File: src/rtl/pipe_pkg.sv
// Shared pipeline-stage definitions: occupancy state, per-stage widths and field offsets.
package pipe_pkg;

  typedef enum logic [1:0] {
    StEmpty,
    StOne,
    StFull
  } stage_state_e;

  localparam int unsigned IFID_CTRL_W  = 8;
  localparam int unsigned IFID_DATA_W  = 64;
  localparam int unsigned IDEX_CTRL_W  = 8;
  localparam int unsigned IDEX_DATA_W  = 133;
  localparam int unsigned EXMEM_CTRL_W = 8;
  localparam int unsigned EXMEM_DATA_W = 101;
  localparam int unsigned MEMWB_CTRL_W = 8;
  localparam int unsigned MEMWB_DATA_W = 69;

  // EX/MEM control packing
  localparam int unsigned EXMEM_MEMREAD_BIT  = 0;
  localparam int unsigned EXMEM_MEMWRITE_BIT = 1;
  localparam int unsigned EXMEM_REGWRITE_BIT = 2;
  localparam int unsigned EXMEM_BYTESEL_LSB  = 3;
  localparam int unsigned EXMEM_BYTESEL_W    = 2;
  localparam int unsigned EXMEM_MEMTOREG_BIT = 5;

  // EX/MEM data packing: {ALUResult, WriteData, PC, RegDest}
  localparam int unsigned EXMEM_REGDEST_LSB = 0;
  localparam int unsigned EXMEM_PC_LSB      = 5;
  localparam int unsigned EXMEM_WDATA_LSB   = 37;
  localparam int unsigned EXMEM_ALURES_LSB  = 69;

  localparam logic [EXMEM_CTRL_W-1:0] CTRL_BUBBLE_DEFAULT = '0;

endpackage

File: src/rtl/pipe_stage_reg_perf_cnt.sv
// Saturating 32-bit event counter (module pipe_perf_cnt), synchronous active-high clear.
module pipe_perf_cnt (
  input  logic        Clock,
  input  logic        Reset,
  input  logic        Inc,
  output logic [31:0] Count
);

  logic [31:0] count_q;

  always_ff @(posedge Clock) begin
    if (Reset) begin
      count_q <= '0;
    end else if (Inc && (count_q != 32'hFFFF_FFFF)) begin
      count_q <= count_q + 32'd1;
    end
  end

  assign Count = count_q;

endmodule

File: src/rtl/pipe_stage_reg.sv
// Valid/ready pipeline stage register with 2-entry skid buffer and synchronous flush.
// Optional perf counters enabled by defining PIPE_STAGE_PERF_EN.
module pipe_stage_reg
  import pipe_pkg::*;
#(
  parameter int unsigned       CTRL_W      = 8,
  parameter int unsigned       DATA_W      = 101,
  parameter logic [CTRL_W-1:0] CTRL_BUBBLE = {CTRL_W{1'b0}}
) (
  input  logic              Clock,
  input  logic              Reset,
  input  logic              Flush,
  input  logic              In_Valid,
  output logic              In_Ready,
  input  logic [CTRL_W-1:0] Ctrl_In,
  input  logic [DATA_W-1:0] Data_In,
  output logic              Out_Valid,
  input  logic              Out_Ready,
  output logic [CTRL_W-1:0] Ctrl_Out,
  output logic [DATA_W-1:0] Data_Out
`ifdef PIPE_STAGE_PERF_EN
  ,
  output logic [31:0]       Stall_Count,
  output logic [31:0]       Flush_Count
`endif
);

  stage_state_e      state_q, state_d;
  logic [CTRL_W-1:0] main_ctrl_q, main_ctrl_d, skid_ctrl_q, skid_ctrl_d;
  logic [DATA_W-1:0] main_data_q, main_data_d, skid_data_q, skid_data_d;
  logic              in_ready_q, in_ready_d;
  logic              push, pop;

  assign Out_Valid = (state_q != StEmpty);
  assign In_Ready  = in_ready_q;
  assign push      = In_Valid & in_ready_q;
  assign pop       = Out_Valid & Out_Ready;
  assign Ctrl_Out  = Out_Valid ? main_ctrl_q : CTRL_BUBBLE;
  assign Data_Out  = main_data_q;

  always_comb begin
    state_d     = state_q;
    main_ctrl_d = main_ctrl_q;
    main_data_d = main_data_q;
    skid_ctrl_d = skid_ctrl_q;
    skid_data_d = skid_data_q;
    unique case (state_q)
      StEmpty: begin
        if (push) begin
          state_d     = StOne;
          main_ctrl_d = Ctrl_In;
          main_data_d = Data_In;
        end
      end
      StOne: begin
        if (push && pop) begin
          main_ctrl_d = Ctrl_In;
          main_data_d = Data_In;
        end else if (pop) begin
          state_d = StEmpty;
        end else if (push) begin
          state_d     = StFull;
          skid_ctrl_d = Ctrl_In;
          skid_data_d = Data_In;
        end
      end
      StFull: begin
        if (pop) begin
          state_d     = StOne;
          main_ctrl_d = skid_ctrl_q;
          main_data_d = skid_data_q;
        end
      end
      default: state_d = StEmpty;
    endcase
    // Flush drops everything but leaves the payload registers (and so Data_Out) untouched.
    if (Flush) begin
      state_d     = StEmpty;
      main_ctrl_d = main_ctrl_q;
      main_data_d = main_data_q;
      skid_ctrl_d = skid_ctrl_q;
      skid_data_d = skid_data_q;
    end
    in_ready_d = (state_d != StFull);
  end

  always_ff @(posedge Clock) begin
    if (Reset) begin
      state_q     <= StEmpty;
      main_ctrl_q <= CTRL_BUBBLE;
      main_data_q <= '0;
      skid_ctrl_q <= CTRL_BUBBLE;
      skid_data_q <= '0;
      in_ready_q  <= 1'b1;
    end else begin
      state_q     <= state_d;
      main_ctrl_q <= main_ctrl_d;
      main_data_q <= main_data_d;
      skid_ctrl_q <= skid_ctrl_d;
      skid_data_q <= skid_data_d;
      in_ready_q  <= in_ready_d;
    end
  end

`ifdef PIPE_STAGE_PERF_EN
  pipe_perf_cnt u_stall_cnt (
    .Clock (Clock),
    .Reset (Reset),
    .Inc   (Out_Valid & ~Out_Ready),
    .Count (Stall_Count)
  );

  pipe_perf_cnt u_flush_cnt (
    .Clock (Clock),
    .Reset (Reset),
    .Inc   (Flush & (Out_Valid | In_Valid)),
    .Count (Flush_Count)
  );
`endif

endmodule

File: config.mk
export PLATFORM = sky130hd
export DESIGN_NAME = pipe_stage_reg
export DESIGN_NICKNAME = d
export VERILOG_FILES = /design/src/rtl/pipe_pkg.sv /design/src/rtl/pipe_stage_reg_perf_cnt.sv /design/src/rtl/pipe_stage_reg.sv
export SDC_FILE = /design/constraint.sdc
export NUM_CORES = 1
export LEC_CHECK = 0
export BUFFER_PORTS_ARGS = -buffer_cell sky130_fd_sc_hd__buf_2
export CAP_MARGIN = 30
export CORE_MARGIN = 2
export CORE_UTILIZATION = 33
export DETAILED_ROUTE_END_ITERATION = 12
export PLACE_DENSITY = 0.53
export SLEW_MARGIN = 10
export SYNTH_ARGS = -nofsm -noshare
export SYNTH_HDL_FRONTEND = slang
export SYNTH_SLANG_ARGS = --single-unit
File: constraint.sdc
create_clock -name Clock -period 2.1 [get_ports Clock]
set_clock_uncertainty 0.05 [all_clocks]
set_input_delay 0.42 -clock Clock [delete_from_list [all_inputs] [get_ports Clock]]
set_output_delay 0.42 -clock Clock [all_outputs]
set_load 0.005 [all_outputs]
Yosys cells after proc, flatten, opt, wreduce, memory -nomap -nowiden
Cells that the tools add are included.
- register bits: 221
- output and inout bits: 111
- word-level logic and storage cells: 39
- equality and inequality tests: 6
- muxes and demuxes: 16
- bitwise gates (word level): 5
- reduce and logical (&&, ||, !) cells: 6
- operators by type and width (kind ; number):
    2-to-1 mux 101 bit ; 3
    one-hot mux 101 bit (3 select lines) ; 1
    2-to-1 mux 8 bit ; 4
    one-hot mux 8 bit (3 select lines) ; 1
    2-to-1 mux 2 bit ; 6
    AND reduction 5 bit ; 2
    != test 2 bit (second input constant) ; 4
    one-hot mux 2 bit (3 select lines) ; 1
    inverter 1 bit ; 3
    nonzero test 3 bit ; 1
    AND 1 bit ; 2
    == test 2 x 1 -> 1 bit (second input constant) ; 1
    == test 2 bit (second input constant) ; 1
    zero test 2 bit ; 1
    nonzero test 2 bit ; 1
    logical AND 1 bit ; 1

Logic depth before layout (Yosys ltp)
Gate-level depths: netlist of run 1.
- depth after elaboration: 7
- mapped depth: 7

Worst setup path before layout of run 1
OpenSTA, ideal clock, no wires.
- kind: input to register
- from: in In_Valid
- to: reg skid_data_q[90]
- setup time: 0.132 ns
- data arrival time: 1.468 ns
- data required time: 1.918 ns
- path slack: 0.450 ns
- cell stages on the path: 7
- path buffers: 3
- cell sequence: nand3b_4 or4b_1 buf_2 buf_6 buf_6 nand2_1 a21oi_1
- cells in the longest elaborated chain, start to end: 4
- ends and longest elaborated chain (what ; line ; text):
    from (decl) ; pipe_stage_reg.sv:13 ; input logic In_Valid,
    AND 1 bit (*) ; pipe_stage_reg.sv:36 ; assign push = In_Valid & in_ready_q;
    logical AND 1 bit ; pipe_stage_reg.sv:56 ; if (push && pop) begin
    inverter 1 bit (no source line) ; - ;
    AND reduction 5 bit (no source line) (*) ; - ;
    to (signal assigned) ; pipe_stage_reg.sv:100 ; skid_data_q <= skid_data_d;
    to (decl) ; pipe_stage_reg.sv:30 ; logic [DATA_W-1:0] main_data_q, main_data_d, skid_data_q, skid_data_d;
Every way passes the cells marked *; elsewhere a longest branch is shown, timed or not.
A chain may end at the register's enable or synchronous reset.

Worst setup path after layout of run 1
- from: reg state_q[1]
- to: out Ctrl_Out[3]
- cells in the longest elaborated chain, start to end: 2
- ends and longest elaborated chain (what ; line ; text):
    from (decl) ; pipe_stage_reg.sv:28 ; stage_state_e state_q, state_d;
    from (signal assigned) ; pipe_stage_reg.sv:89 ; state_q <= StEmpty;
    from (signal assigned) ; pipe_stage_reg.sv:96 ; state_q <= state_d;
    nonzero test 2 bit ; pipe_stage_reg.sv:34 ; assign Out_Valid = (state_q != StEmpty);
    2-to-1 mux 8 bit ; pipe_stage_reg.sv:38 ; assign Ctrl_Out = Out_Valid ? main_ctrl_q : CTRL_BUBBLE;
    to (decl) ; pipe_stage_reg.sv:19 ; output logic [CTRL_W-1:0] Ctrl_Out,
No other way between the ends.

==> impl_metrics.xml, run 1 <==
<?xml version="1.0" encoding="UTF-8"?>
<metrics>
  <group name="sta">
    <metric name="total_negative_slack" unit="ps">0</metric>
    <metric name="fin_crit_sh" unit="%">93.68</metric>
    <metric name="worst_pin_slew" unit="ps">481.7</metric>
    <metric name="min_period" unit="ps">1967</metric>
    <metric name="number_of_endpoints_with_negative_hold_slack_in_the_final_report" unit="">0</metric>
    <metric name="fin_hold_ws" unit="ps">101.5</metric>
    <metric name="post-route-worst-setup-slack" unit="ps">132.7</metric>
    <metric name="maxSlewViolCount" unit="">0</metric>
    <metric name="slew_headroom" unit="%">67.89</metric>
    <metric name="rsz_0062_raised_after_global_routing" unit="">false</metric>
    <metric name="fmaxAchievable" unit="MHz">508.3</metric>
    <metric name="setup_violations" unit="">0</metric>
  </group>
  <group name="synthesis">
    <metric name="ys_async_sr_fraction" unit="%">0</metric>
    <metric name="synth.largest_area_cell" unit="">sky130_fd_sc_hd__dfxtp_1</metric>
    <metric name="synth_edf_count" unit="">0</metric>
    <metric name="synth_ff_type" unit="">sky130_fd_sc_hd__dfxtp_1</metric>
    <metric name="synth-seq-cells" unit="">221</metric>
    <metric name="post_synth_main_area_contributors" unit="">sky130_fd_sc_hd__dfxtp_1, sky130_fd_sc_hd__mux2i_1, sky130_fd_sc_hd__nand2_1, sky130_fd_sc_hd__a211oi_1, sky130_fd_sc_hd__a21oi_1</metric>
    <metric name="post_synth_instance_area" unit="um2">8665</metric>
    <metric name="synth_fp_nets" unit="">1099</metric>
    <metric name="synth-warning-count" unit="">0</metric>
    <metric name="number_of_distinct_library_cells_after_synthesis" unit="">23</metric>
    <metric name="seq_area_frac_synth" unit="%">51.06</metric>
    <metric name="synth.most_common_cell" unit="">sky130_fd_sc_hd__dfxtp_1</metric>
    <metric name="post_synth_most_frequent_cells" unit="">sky130_fd_sc_hd__dfxtp_1, sky130_fd_sc_hd__nand2_1, sky130_fd_sc_hd__nor2_1</metric>
    <metric name="post_synth.cell_area_avg" unit="um2">8.797</metric>
    <metric name="area_fraction_of_the_dominant_cell_type_after_synthesis" unit="%">51.06</metric>
    <metric name="post_synth_inst_count" unit="">985</metric>
  </group>
  <group name="pwr">
    <metric name="power_density" unit="nW/um2">857.3</metric>
    <metric name="power_leakage" unit="nW">5.059</metric>
    <metric name="post-layout-total-power" unit="mW">9.420</metric>
    <metric name="irDropWorstVdd" unit="V">0.0006216</metric>
  </group>
  <group name="clocking">
    <metric name="cts_tree" unit="">done</metric>
    <metric name="cts_sinks" unit="">221</metric>
    <metric name="clock_tree.buffer_depth" unit="">3</metric>
    <metric name="holdBufCountCts" unit="">0</metric>
    <metric name="clk_pin_slew_worst_paths" unit="ps">60</metric>
    <metric name="clock_latency" unit="ps">510</metric>
    <metric name="post_cts_buffers" unit="">0</metric>
    <metric name="root_buffer" unit="">sky130_fd_sc_hd__clkbuf_16</metric>
    <metric name="post_cts_gate_resize_count" unit="">0</metric>
    <metric name="number_of_buffers_created_by_cts" unit="">26</metric>
    <metric name="cts_max_level" unit="">1</metric>
  </group>
  <group name="hold_path">
    <metric name="worst_hold_startpoint" unit="">Ctrl_In[5]</metric>
    <metric name="timing.hold.worst.class" unit="">primary input to register</metric>
    <metric name="worstHoldEndpoint" unit="">skid_ctrl_q[5]</metric>
    <metric name="min_path_cells" unit="">3</metric>
  </group>
  <group name="final_layout">
    <metric name="final_cell_area" unit="um2">10990</metric>
    <metric name="final-instance-count-excl-fill" unit="">1530</metric>
    <metric name="n_fill_cell" unit="">2627</metric>
    <metric name="final_layout_size_suffix_gt1_share" unit="%">24.06</metric>
    <metric name="final_nets" unit="">1290</metric>
    <metric name="areaGrowthSynthToFinish" unit="%">26.82</metric>
    <metric name="finalCoreUtilization" unit="%">42.41</metric>
  </group>
  <group name="critical_path">
    <metric name="cp_num_buf_inv" unit="">2</metric>
    <metric name="data_required_time_of_the_critical_path" unit="ps">1630</metric>
    <metric name="worst_setup_path_start_kind" unit="">register</metric>
    <metric name="timing.critical_path.to_type" unit="">primary output</metric>
    <metric name="cpLargestDelayFamily" unit="">flip-flops</metric>
    <metric name="crit_chain" unit="">nor2_1 &gt; buf_4 &gt; nor2b_1 &gt; buf_2</metric>
    <metric name="r2r_start" unit="">state_q[1]</metric>
    <metric name="critical_path_peak_fanout" unit="">9</metric>
    <metric name="critical_path.reg2reg.endpoint" unit="">main_ctrl_q[0]</metric>
    <metric name="timing.setup.critical_path_class" unit="">register to primary output</metric>
    <metric name="worstRegToRegCells" unit="">5</metric>
    <metric name="timing.reg2reg.setup_slack" unit="ps">260</metric>
    <metric name="cp_slowest_stage_delay" unit="ps">460</metric>
    <metric name="critical-path-slowest-cell" unit="">sky130_fd_sc_hd__dfxtp_1</metric>
    <metric name="cp_data_arrival_time" unit="ps">1500</metric>
  </group>
  <group name="floorplanning">
    <metric name="dieArea" unit="um2">27570</metric>
    <metric name="die-height" unit="um">166.0</metric>
    <metric name="rows" unit="">59</metric>
    <metric name="ios" unit="">225</metric>
    <metric name="core_area" unit="um2">25910</metric>
    <metric name="initial_utilization" unit="%">33.44</metric>
    <metric name="die_w" unit="um">166.0</metric>
  </group>
  <group name="routing">
    <metric name="drtPass1Iterations" unit="">4</metric>
    <metric name="wl_per_cell" unit="um">14.60</metric>
    <metric name="antenna_left" unit="">0</metric>
    <metric name="drtIter0Drc" unit="">319</metric>
    <metric name="post_drt_via_cell_ratio" unit="">4.727</metric>
    <metric name="detail_route.drc_violations" unit="">0</metric>
    <metric name="vias" unit="">7232</metric>
    <metric name="drt_wl_total" unit="um">22340</metric>
  </group>
  <group name="global_route">
    <metric name="grt_start_max_net_pins" unit="">94</metric>
    <metric name="grt_total_usage" unit="%">15.49</metric>
    <metric name="first_global_vias" unit="">6653</metric>
    <metric name="grt_first_pass_wirelength" unit="um">35640</metric>
    <metric name="grt-ovfl-total" unit="">0</metric>
    <metric name="initial_antenna_violation_count" unit="">3</metric>
  </group>
  <group name="placed_design">
    <metric name="placed_cells" unit="">1483</metric>
    <metric name="dpl_cell_area" unit="um2">10200</metric>
    <metric name="gp_congestion" unit="">0.7556</metric>
    <metric name="port_buffers" unit="">224</metric>
    <metric name="dpl.hpwl" unit="um">14300</metric>
    <metric name="dpl_worst_slack" unit="ps">197.3</metric>
  </group>
  <group name="job">
    <metric name="max_cap_viol_count" unit="">0</metric>
  </group>
  <group name="status">
    <metric name="run_status" unit="">completed</metric>
  </group>
</metrics>
## registers in the layout, summed over array words and instances (netlist names)
| name | flops |
|---|---|
| main_ctrl_q | 8 |
| state_q | 2 |
| skid_data_q | 101 |
| In_Ready | 1 |
| Data_Out | 101 |
| skid_ctrl_q | 8 |
## layout make-up
| type | instances | area (um2) | share of cell area [%] |
|---|---|---|---|
| antenna | 2 | 5.005 | 0.04555 |
| tap | 335 | 419.2 | 3.815 |
| timing repair buffer | 248 | 1470 | 13.38 |
| inverter | 3 | 11.26 | 0.1025 |
| multi-input combinational | 676 | 3876 | 35.28 |
| sequential | 221 | 4424 | 40.26 |
| clock buffer | 41 | 758.2 | 6.901 |
| clock inverter | 4 | 23.77 | 0.2164 |
## layout by cell type, fill, tap and decap left out
cell,synthesis,final
sky130_fd_sc_hd__buf_2,40,223
sky130_fd_sc_hd__dfxtp_1,221,221
sky130_fd_sc_hd__nand2_1,219,219
sky130_fd_sc_hd__nor2_1,110,110
sky130_fd_sc_hd__mux2i_1,109,109
sky130_fd_sc_hd__a211oi_1,109,109
sky130_fd_sc_hd__a21oi_1,109,109
sky130_fd_sc_hd__clkbuf_16,0,27
sky130_fd_sc_hd__buf_12,0,13
sky130_fd_sc_hd__clkbuf_1,41,11
sky130_fd_sc_hd__buf_4,0,11
sky130_fd_sc_hd__nor2b_1,9,9
sky130_fd_sc_hd__inv_1,3,3
sky130_fd_sc_hd__clkbuf_8,0,3
sky130_fd_sc_hd__clkinv_2,0,3
sky130_fd_sc_hd__diode_2,0,2
sky130_fd_sc_hd__nand3b_4,1,1
sky130_fd_sc_hd__nand4bb_1,1,1
sky130_fd_sc_hd__o31ai_4,0,1
sky130_fd_sc_hd__nand2b_4,0,1
sky130_fd_sc_hd__nor4b_2,0,1
sky130_fd_sc_hd__or4b_4,0,1
sky130_fd_sc_hd__nor3_1,1,1
sky130_fd_sc_hd__o21bai_1,1,1
sky130_fd_sc_hd__xor2_1,1,1
sky130_fd_sc_hd__o22ai_1,1,1
sky130_fd_sc_hd__nor3b_1,1,1
sky130_fd_sc_hd__clkinv_4,0,1
sky130_fd_sc_hd__buf_6,2,1
## power by group
part	internal [mW]	total, mW	switching (mW)
combinational	0.385	0.834	0.449
clock	2.46	4.14	1.69
sequential	4.36	4.44	0.0805
## how the worst max path moves through the flow
stage	slack, ps	cells past startpoint	start	end
3_5_place_dp	200	7	In_Valid	Data_Out[29]
3_3_place_gp	260	6	In_Valid	skid_data_q[70]
6_report	130	4	state_q[1]	Ctrl_Out[3]
4_1_cts	110	4	state_q[1]	Ctrl_Out[3]
5_1_grt	40	4	state_q[1]	Ctrl_Out[2]
2_1_floorplan	450	7	In_Valid	skid_data_q[90]
## tightest hold or removal path: cells and delay by family
family,cells,cell delay [ps]
and+or+nand+nor,1,50
AOI/OAI and AO/OA,1,50
buffers and inverters,1,100
## logic make-up after synthesis
logic type | synth area share, %
buffers and inverters | 4.563
multiplexers | 12.59
XOR/XNOR | 0.1011
AND/OR/NAND/NOR | 15.70
AO/OA/AOI/OAI | 15.99
flip-flops | 51.06
## per-layer routing
layer  share of wire [%]  track usage (%)  wire length (um)  vias to the layer above
met5               0.058                0                13                        -
met4                 2.8            4.423               621                        2
met3                 6.8            4.552              1514                       42
met2                  46            26.41             10380                      161
met1                  44            19.01              9807                     3264
li1                    -                -                 -                     3763
(Power assumes the default switching activity.)
==> run 2, diff against run 1 <==
--- a/config.mk
+++ b/config.mk
@@ -11,6 +11,7 @@
 export CORE_UTILIZATION = 33
 export DETAILED_ROUTE_END_ITERATION = 12
 export PLACE_DENSITY = 0.53
+export SETUP_SLACK_MARGIN = 0.4
 export SLEW_MARGIN = 10
 export SYNTH_ARGS = -nofsm -noshare
 export SYNTH_HDL_FRONTEND = slang
==> constraint.sdc (replaced) <==
create_clock -name Clock -period 2 [get_ports Clock]
set_clock_uncertainty 0.05 [all_clocks]
set_input_delay 0.4 -clock Clock [delete_from_list [all_inputs] [get_ports Clock]]
set_output_delay 0.4 -clock Clock [all_outputs]
set_load 0.005 [all_outputs]
==> impl_metrics.xml, run 2 (synthesized netlist as in run 1, its figures left out) <==
<?xml version="1.0" encoding="UTF-8"?>
<metrics>
  <group name="final_layout">
    <metric name="final_common_cell" unit="">sky130_fd_sc_hd__buf_2</metric>
    <metric name="layout.cells.most_common_list" unit="">sky130_fd_sc_hd__buf_2, sky130_fd_sc_hd__dfxtp_1, sky130_fd_sc_hd__nand2_1</metric>
    <metric name="multi_input_comb_area" unit="um2">5006</metric>
    <metric name="n_fill_cell" unit="">2338</metric>
    <metric name="seq_area" unit="um2">4429</metric>
    <metric name="areaGrowthSynthToFinish" unit="%">59.10</metric>
    <metric name="final_layout_size_suffix_gt1_share" unit="%">47.05</metric>
    <metric name="final_cell_area" unit="um2">13790</metric>
    <metric name="final_nets" unit="">1382</metric>
  </group>
  <group name="sta">
    <metric name="number_of_endpoints_with_negative_hold_slack_in_the_final_report" unit="">0</metric>
    <metric name="fin_hold_ws" unit="ps">70.51</metric>
    <metric name="post-route-worst-setup-slack" unit="ps">195.6</metric>
    <metric name="maxSlewViolCount" unit="">0</metric>
    <metric name="fin_crit_sh" unit="%">90.22</metric>
    <metric name="worst_pin_slew" unit="ps">451.7</metric>
    <metric name="total_negative_slack" unit="ps">0</metric>
    <metric name="rsz_0062_raised_after_global_routing" unit="">true</metric>
    <metric name="min_period" unit="ps">1804</metric>
    <metric name="setup_violations" unit="">0</metric>
    <metric name="slew_headroom" unit="%">69.89</metric>
    <metric name="fmaxAchievable" unit="MHz">554.2</metric>
  </group>
  <group name="routing">
    <metric name="vias" unit="">8037</metric>
    <metric name="detail_route.drc_violations" unit="">0</metric>
    <metric name="drt_wl_total" unit="um">29490</metric>
    <metric name="post_drt_via_cell_ratio" unit="">4.946</metric>
    <metric name="antenna_left" unit="">0</metric>
    <metric name="drtPass1Iterations" unit="">7</metric>
    <metric name="wl_per_cell" unit="um">18.15</metric>
    <metric name="drtIter0Drc" unit="">411</metric>
  </group>
  <group name="floorplanning">
    <metric name="die-height" unit="um">166.0</metric>
    <metric name="dieArea" unit="um2">27570</metric>
    <metric name="rows" unit="">59</metric>
    <metric name="die_w" unit="um">166.0</metric>
    <metric name="initial_utilization" unit="%">33.44</metric>
    <metric name="core_area" unit="um2">25910</metric>
    <metric name="ios" unit="">225</metric>
  </group>
  <group name="placed_design">
    <metric name="port_buffers" unit="">224</metric>
    <metric name="dpl.hpwl" unit="um">14570</metric>
    <metric name="gp_congestion" unit="">0.7366</metric>
    <metric name="dpl_cell_area" unit="um2">10320</metric>
    <metric name="dpl_worst_slack" unit="ps">151.1</metric>
  </group>
  <group name="clocking">
    <metric name="clock_tree.buffer_depth" unit="">3</metric>
    <metric name="cts_sinks" unit="">221</metric>
    <metric name="clock_latency" unit="ps">520</metric>
    <metric name="root_buffer" unit="">sky130_fd_sc_hd__clkbuf_16</metric>
    <metric name="cts_tree" unit="">done</metric>
    <metric name="holdBufCountCts" unit="">0</metric>
    <metric name="cts_max_level" unit="">1</metric>
    <metric name="number_of_buffers_created_by_cts" unit="">26</metric>
    <metric name="clk_pin_slew_worst_paths" unit="ps">60</metric>
  </group>
  <group name="hold_path">
    <metric name="timing.hold.worst.class" unit="">primary input to register</metric>
    <metric name="min_path_cells" unit="">3</metric>
  </group>
  <group name="pwr">
    <metric name="power_density" unit="nW/um2">798.4</metric>
    <metric name="post-layout-total-power" unit="mW">11.01</metric>
    <metric name="power_leakage" unit="nW">6.080</metric>
    <metric name="irDropWorstVdd" unit="V">0.0006679</metric>
  </group>
  <group name="critical_path">
    <metric name="critical_path_peak_fanout" unit="">7</metric>
    <metric name="critical-path-slowest-cell" unit="">sky130_fd_sc_hd__or4b_4</metric>
    <metric name="timing.critical_path.to_type" unit="">register</metric>
    <metric name="data_required_time_of_the_critical_path" unit="ps">2340</metric>
    <metric name="worst_setup_path_start_kind" unit="">register</metric>
    <metric name="worstRegToRegCells" unit="">6</metric>
    <metric name="cp_data_arrival_time" unit="ps">2140</metric>
    <metric name="timing.setup.critical_path_class" unit="">register to register</metric>
    <metric name="crit_chain" unit="">nand3b_4 &gt; or4b_4 &gt; buf_12 &gt; clkbuf_16 &gt; nand2_4 &gt; a21oi_2</metric>
    <metric name="cp_slowest_stage_delay" unit="ps">580</metric>
  </group>
  <group name="global_route">
    <metric name="grt_start_max_net_pins" unit="">110</metric>
    <metric name="first_global_vias" unit="">6974</metric>
    <metric name="initial_antenna_violation_count" unit="">7</metric>
    <metric name="grt-ovfl-total" unit="">0</metric>
    <metric name="grt_first_pass_wirelength" unit="um">39120</metric>
    <metric name="grt_total_usage" unit="%">17.30</metric>
  </group>
  <group name="status">
    <metric name="run_status" unit="">completed</metric>
  </group>
  <group name="job">
    <metric name="max_cap_viol_count" unit="">0</metric>
  </group>
</metrics>
[run 2: cell types whose count changed in the layout (fill, tap and decap cells not counted), sizes merged]
cell / delta
buf: +79
clkbuf: +6
bufinv: +3
clkinv: +3
clkinvlp: +2
diode: +2
[run 2: final timing paths]
path	start	to	slack, ps
max reg2reg	state_q[1]	skid_data_q[69]	200
min reg2reg	skid_data_q[79]	skid_data_q[79]	400
min	Data_In[100]	skid_data_q[100]	70
max	state_q[1]	skid_data_q[69]	200
[run 2: critical path: cells and delay by family, from the launching register on]
family,cells,cell delay [ps]
AOI/OAI and AO/OA,1,40
buffers and inverters,2,380
DFF,1,360
and+or+nand+nor,3,820
[run 2: through the flow]
step | utilization [%] | cells
after floorplan | - | 985
after global placement | 39.82 | 1490
after detailed placement | 39.82 | 1490
after CTS | 46.42 | 1578
after global routing | 53.17 | 1621
final | 53.20 | 1625
[run 2: power by group]
part | internal, mW | switching [mW] | leakage [nW]
combinational | 0.720 | 0.688 | 3.84
clock | 3.02 | 1.89 | 0.441
sequential | 4.58 | 0.109 | 1.80
[run 2: timing repair]
| item | 4_1_cts | 5_1_grt |
|---|---|---|
| pin swaps | 32 | 152 |
| cloned | 16 | 20 |
| setup buffers | 26 | 23 |
| hold endpoints to repair | 0 | 0 |
| resized for setup | 48 | 291 |
| endpoints found under the setup margin | 222 | 227 |
[run 2: metal layers]
layer  routed length (um)  global-route usage (%)  share of wire, %  vias to the layer above
li1                     -                       -                 -                     3964
met1                12930                   22.36                44                     3849
met2                14340                   28.92                49                      174
met3                 1499                   4.600               5.1                       44
met4                  692                   4.045               2.3                        6
met5                   38                       0              0.13                        -
[run 2: area by class of cell]
cell class / count / area share (%)
Sequential cell: 221 / 32.13
Antenna cell: 4 / 0.07261
Multi-Input combinational cell: 676 / 36.31
Clock inverter: 12 / 1.017
Tap cell: 335 / 3.040
Inverter: 3 / 0.08168
Timing Repair Buffer: 340 / 21.89
Clock buffer: 34 / 5.455
